$ cat src/rtl/hazard_pkg.sv
// Shared types and constants for the hazard/forwarding unit.
// Latency: n/a (declarations only).
// Backpressure: n/a.
package hazard_pkg;

    // Tracker entries store rd at a fixed width wide enough for any legal
    // REG_ADDR_W; narrower indices are zero-extended on entry and compare.
    localparam int TRK_RD_W = 8;

    // Select value meaning "take the operand from the register file".
    localparam int FWD_SEL_RF = 0;

    typedef struct packed {
        logic                valid;
        logic [TRK_RD_W-1:0] rd;
        logic                is_load;
    } trk_entry_t;

    // Select width: stages 1..depth plus the register-file code 0.
    function automatic int sel_width(input int depth);
        return $clog2(depth + 1);
    endfunction

endpackage

$ cat src/rtl/fwd_match.sv
// Priority matcher: youngest (lowest-index) tracker stage whose rd equals rs.
// Latency: combinational.
// Backpressure: none; pure function of its inputs.
// Ports: en (operand live), rs (source index), entries (stage 1..DEPTH),
//        hit / stage / is_load describe the winning producer.
module fwd_match
    import hazard_pkg::*;
#(
    parameter int REG_ADDR_W = 5,
    parameter int DEPTH      = 3,
    parameter int SEL_W      = 2
) (
    input  logic                     en,
    input  logic [REG_ADDR_W-1:0]    rs,
    input  trk_entry_t [DEPTH:1]     entries,
    output logic                     hit,
    output logic [SEL_W-1:0]         stage,
    output logic                     is_load
);

    logic rs_live;
    assign rs_live = en && (rs != '0);

    // Scan oldest to youngest so the youngest match is the last write.
    always_comb begin
        hit     = 1'b0;
        stage   = '0;
        is_load = 1'b0;
        for (int k = DEPTH; k >= 1; k--) begin
            if (rs_live && entries[k].valid &&
                (entries[k].rd == TRK_RD_W'(rs))) begin
                hit     = 1'b1;
                stage   = SEL_W'(k);
                is_load = entries[k].is_load;
            end
        end
    end

endmodule

$ cat src/rtl/hazard_forward_unit.sv
// DEPTH-stage operand forwarding and load-use hazard detection for the ID stage.
// Latency: selects/stall combinational from ID inputs; tracker updates each edge.
// Backpressure: STALL_IN freezes the tracker; LOAD_USE_STALL holds IF/ID for one bubble.
// Ports: CLK, RESET_N (async low); ID_* describe the instruction in decode;
//        FLUSH kills it; FWD_SEL_RS1/2 (0 = regfile, k = stage k); LOAD_USE_STALL;
//        FWD_COUNT/STALL_COUNT perf counters, live only with HAZARD_FWD_STATS_EN.
module hazard_forward_unit
    import hazard_pkg::*;
#(
    parameter int REG_ADDR_W = 5,
    parameter int DEPTH      = 3,
    parameter int SEL_W      = sel_width(DEPTH)
) (
    input  logic                  CLK,
    input  logic                  RESET_N,
    input  logic                  ID_VALID,
    input  logic [REG_ADDR_W-1:0] ID_RS1,
    input  logic [REG_ADDR_W-1:0] ID_RS2,
    input  logic                  ID_USES_RS1,
    input  logic                  ID_USES_RS2,
    input  logic [REG_ADDR_W-1:0] ID_RD,
    input  logic                  ID_REG_WRITE,
    input  logic                  ID_IS_LOAD,
    input  logic                  STALL_IN,
    input  logic                  FLUSH,
    output logic [SEL_W-1:0]      FWD_SEL_RS1,
    output logic [SEL_W-1:0]      FWD_SEL_RS2,
    output logic                  LOAD_USE_STALL,
    output logic [31:0]           FWD_COUNT,
    output logic [31:0]           STALL_COUNT
);

    trk_entry_t [DEPTH:1] trk_q;
    trk_entry_t           ins_entry;

    logic             m1_hit, m2_hit, m1_ld, m2_ld;
    logic [SEL_W-1:0] m1_stage, m2_stage;
    logic             load_use_raw;
    logic             load_use;
    logic             bubble;

    fwd_match #(.REG_ADDR_W(REG_ADDR_W), .DEPTH(DEPTH), .SEL_W(SEL_W)) u_match_rs1 (
        .en      (ID_VALID && ID_USES_RS1),
        .rs      (ID_RS1),
        .entries (trk_q),
        .hit     (m1_hit),
        .stage   (m1_stage),
        .is_load (m1_ld)
    );

    fwd_match #(.REG_ADDR_W(REG_ADDR_W), .DEPTH(DEPTH), .SEL_W(SEL_W)) u_match_rs2 (
        .en      (ID_VALID && ID_USES_RS2),
        .rs      (ID_RS2),
        .entries (trk_q),
        .hit     (m2_hit),
        .stage   (m2_stage),
        .is_load (m2_ld)
    );

    // A load one stage ahead has no result yet. Stage 1 always wins priority,
    // so the winner's is_load is the stage-1 entry's flag.
    assign load_use_raw = (m1_hit && (m1_stage == SEL_W'(1)) && m1_ld) ||
                          (m2_hit && (m2_stage == SEL_W'(1)) && m2_ld);
    // A flushed instruction never consumes its operands, so it cannot stall.
    assign load_use       = load_use_raw && ID_VALID && !FLUSH;
    assign LOAD_USE_STALL = load_use;

    assign FWD_SEL_RS1 = load_use ? SEL_W'(FWD_SEL_RF) : m1_stage;
    assign FWD_SEL_RS2 = load_use ? SEL_W'(FWD_SEL_RF) : m2_stage;

    assign bubble = FLUSH || load_use || !ID_VALID;

    always_comb begin
        ins_entry = '0;
        if (!bubble) begin
            ins_entry.valid   = ID_REG_WRITE && (ID_RD != '0);
            ins_entry.rd      = TRK_RD_W'(ID_RD);
            ins_entry.is_load = ID_IS_LOAD;
        end
    end

    // Under STALL_IN everything holds, including any pending FLUSH; upstream
    // keeps FLUSH asserted until the hold releases.
    always_ff @(posedge CLK or negedge RESET_N) begin
        if (!RESET_N) begin
            trk_q <= '0;
        end else if (!STALL_IN) begin
            for (int k = DEPTH; k >= 2; k--) begin
                trk_q[k] <= trk_q[k-1];
            end
            trk_q[1] <= ins_entry;
        end
    end

`ifdef HAZARD_FWD_STATS_EN
    logic [31:0] fwd_cnt_q, stall_cnt_q;
    logic        fwd_any;

    assign fwd_any = (FWD_SEL_RS1 != '0) || (FWD_SEL_RS2 != '0);

    // Saturating counters: stop at all-ones rather than wrap.
    always_ff @(posedge CLK or negedge RESET_N) begin
        if (!RESET_N) begin
            fwd_cnt_q   <= '0;
            stall_cnt_q <= '0;
        end else begin
            if (!STALL_IN && fwd_any && (fwd_cnt_q != 32'hFFFF_FFFF)) begin
                fwd_cnt_q <= fwd_cnt_q + 32'd1;
            end
            if (load_use && (stall_cnt_q != 32'hFFFF_FFFF)) begin
                stall_cnt_q <= stall_cnt_q + 32'd1;
            end
        end
    end

    assign FWD_COUNT   = fwd_cnt_q;
    assign STALL_COUNT = stall_cnt_q;
`else
    assign FWD_COUNT   = '0;
    assign STALL_COUNT = '0;
`endif

endmodule

$ cat config.mk
export PLATFORM = sky130hd
export DESIGN_NAME = hazard_forward_unit
export DESIGN_NICKNAME = d
export VERILOG_FILES = /design/src/rtl/hazard_pkg.sv /design/src/rtl/fwd_match.sv /design/src/rtl/hazard_forward_unit.sv
export SDC_FILE = /design/constraint.sdc
export NUM_CORES = 1
export LEC_CHECK = 0
export BUFFER_PORTS_ARGS = -buffer_cell sky130_fd_sc_hd__buf_2
export CAP_MARGIN = 5
export CORE_ASPECT_RATIO = 0.9
export CORE_UTILIZATION = 40
export DETAILED_ROUTE_END_ITERATION = 16
export GPL_ROUTABILITY_DRIVEN = 0
export PLACE_DENSITY_LB_ADDON = 0.05
export REMOVE_ABC_BUFFERS = 1
export SYNTH_ARGS = -nofsm -noshare
export SYNTH_HDL_FRONTEND = slang
export SYNTH_SLANG_ARGS = --single-unit
$ cat constraint.sdc
create_clock -name CLK -period 4.37 [get_ports CLK]
set_input_delay 0.874 -clock CLK [delete_from_list [all_inputs] [get_ports CLK]]
set_output_delay 0.874 -clock CLK [all_outputs]
set_load 0.01 [all_outputs]
==> reports/qor.csv <==
stage,metric,value,unit
run_status,status,completed,
synthesis,#FFs+latches synth,19,
detailed_routing,routed vias/inst,4.545,
clock_tree,CTS tree,built,
worst_setup_path,CP dominant cell by count,buf_2,
final_layout,biggest regs,trk_q x19,
final_layout,Final nets,236,
detailed_routing,DRT antenna net count,0,
synthesis,synthesized cell area,1678,um2
global_route,antenna violations before repair,0,
synthesis,"Avg Cell Area, Syn",9.219,um2
detailed_routing,total number of vias,1168,
die,Die X,70.27,um
worst_setup_path,CP Max Fanout,5,
die,Die Area,4458,um2
sta,setup repair after global routing missed its margin,no,
die,core area,3862,um2
worst_setup_path,Worst Path Required,3500,ps
worst_setup_path,"Largest delay share family, worst path",simple AND/OR/NAND/NOR gates,
detailed_routing,WL/cell,12.14,um
power_and_ir_drop,leakage,0.8462,nW
sta,min Tclk post-route,3347,ps
global_route,total gr overflow,0,
clock_tree,"Hold-fix buffers, CTS",0,
detailed_routing,TritonRoute pass-1 iters,4,
synthesis,Mapped Cells,182,
global_route,first-pass GRT wire length,5188,um
global_route,pin count of the biggest net entering global routing,21,
clock_tree,"Clk Latency, worst-skew pair",260,ps
sta,Final Skew,2.925,ps
die,I/O pins,93,
synthesis,"Seq/Total Area, Yosys",28.34,%
die,Die H,63.44,um
hold_path,Hold WC Path Type,input pin to async pin,
worst_setup_path,Bufs and invs on worst path,2,
detailed_routing,initial detailed-routing violation count,62,
worst_setup_path,crit-path cells,buf_2 > or3_1 > o311a_1 > and4_4 > or2_1 > a31oi_1 > buf_2,
global_route,vias in the first global route,1062,
synthesis,YS warnings,0,
detailed_routing,drt drc,0,
clock_tree,TritonCTS buffer count,3,
final_layout,Area Growth Syn to Fin,-0.5220,%
global_route,global-route usage over all layers,14.73,%
clock_tree,H-tree Lvls,1,
final_layout,fillers,388,
worst_setup_path,Worst Setup Path Type,input pin to output port,
sta,Final TNS setup,0,ps
final_layout,Ant. Diodes,0,
sta,FMAX,298.8,MHz
clock_tree,Max clock buf depth,2,
placed_design,# port buffers,28,
worst_setup_path,crit-path max cell delay,370,ps
power_and_ir_drop,peak supply drop,0.1120,mV
worst_setup_path,Crit-path slowest cell,or3_1,
flow_run,Max Cap Violations,0,
placed_design,pre-CTS setup slack,1017,ps
clock_tree,clock sinks,19,
final_layout,layout cells sized above 1,20.85,%
die,Starting Density,43.44,%
sta,worst setup margin,1023,ps
final_layout,Largest register FFs,19,
final_layout,largest register by flop count,trk_q,
worst_setup_path,WP data arrival,2470,ps
placed_design,dpl hpwl,2600,um
worst_setup_path,Critical Path Sink Type,output port,
worst_setup_path,CP Launch Type,input pin,
synthesis,post-synthesis cell type count,29,
die,std cell rows,21,
clock_tree,post-CTS setup buffer count,0,
clock_tree,clock-pin slew on the worst setup and hold paths,70,ps
power_and_ir_drop,Pwr per Cell Area,255.4,nW/um2
sta,max-slew violations,0,
sta,period utilisation layout,76.59,%
clock_tree,Resized Gates After CTS,0,
sta,final hold violations,0,
clock_tree,clk root buf,clkbuf_8,
detailed_routing,Routed WL,3121,um
sta,final setup fails,0,
## placed cells by master (no fill, tap or decap), drive strengths merged
cell type,instances
xor2,13
nor2b,3
o211ai,1
a31oi,2
a311oi,2
or4,3
xnor2,17
nor4,3
or3,1
o311a,1
and3,1
nand3,1
o21ai,7
buf,28
nand4,6
a21oi,2
conb,64
nor2,1
and4,2
mux2,12
nand2,13
a41oi,1
nor3,2
clkbuf,4
o21a,1
dfrtp,19
or2,1
## synthesized netlist by cell type, drive strengths merged
cell type	number	area [um2]
a311oi	2	17.52
and4	2	20.02
and3	1	6.260
or2	1	6.260
o211ai	1	7.510
nor4	3	18.77
nor3	2	10.01
clkbuf	1	3.750
mux2	12	135.1
nor2b	3	18.77
a31oi	2	12.51
conb	1	3.750
dfrtp	19	475.5
nand3	1	5.000
nand2	13	48.80
o21a	1	7.510
or4	3	22.52
nor2	1	3.750
a41oi	1	8.760
xnor2	17	148.9
o311a	1	10.01
o21ai	7	35.03
xor2	13	113.9
buf	65	484.2
a21oi	2	10.01
nand4	6	37.54
or3	1	6.260
## metrics by stage
stage / instances / hold WS, ps / instance area (um2) / total power, mW / utilization (%)
after floorplan: 179 / 489.9 / 1426 / 0.2722 / -
after global placement: 253 / 549.0 / 1624 / 0.3059 / 42.05
after detailed placement: 253 / 546.6 / 1624 / 0.3080 / 42.05
after CTS: 257 / 555.3 / 1669 / 0.4322 / 43.21
after global routing: 257 / 578.4 / 1669 / 0.4528 / 43.21
final: 257 / 542.5 / 1669 / 0.4264 / 43.21
## power breakdown
group / switching (mW) / internal, mW
Combinational: 0.0593 / 0.0387
Clock: 0.0563 / 0.0648
Sequential: 0.0183 / 0.189
Total: 0.134 / 0.292
## per-layer routing
metal	GRT usage (%)	up-vias	share of wire, %
met3	2.560	3	8.0
met5	0	-	0
met2	23.57	73	45
met1	20.08	541	46
met4	4.750	0	1.0
li1	-	551	-
## worst paths after layout
check	start	endpoint	slack, ps	cells past startpoint
min reg2reg	trk_q[29]	trk_q[29]	560	1
max reg2reg	trk_q[4]	trk_q[3]	2590	5
max in group asynchronous	RESET_N	trk_q[19]	3530	1
min in group CLK	trk_q[29]	trk_q[29]	560	1
max	ID_RS2[1]	FWD_SEL_RS2[0]	1020	7
min	RESET_N	trk_q[14]	540	1
## logic make-up (layout without fill, tap and decap cells)
kind of cell / Yosys count / in the layout / share of synthesized area (%)
AO/OA/AOI/OAI: 17 / 17 / 6.488
AND/OR/NAND/NOR: 37 / 37 / 12.16
XOR/XNOR: 30 / 30 / 15.66
buffers and inverters: 66 / 32 / 29.08
flip-flops: 19 / 19 / 28.34
multiplexers: 12 / 12 / 8.054
other: 1 / 64 / 0.2235
## area by class of cell
class | count | area (um2) | share of cell area [%]
clock buffer | 4 | 45.04 | 2.699
multi-input combinational | 160 | 950.9 | 56.97
sequential | 19 | 475.5 | 28.49
tap | 46 | 57.56 | 3.448
timing repair buffer | 28 | 140.1 | 8.396
No activity file was read; power rests on OpenSTA's default activity.
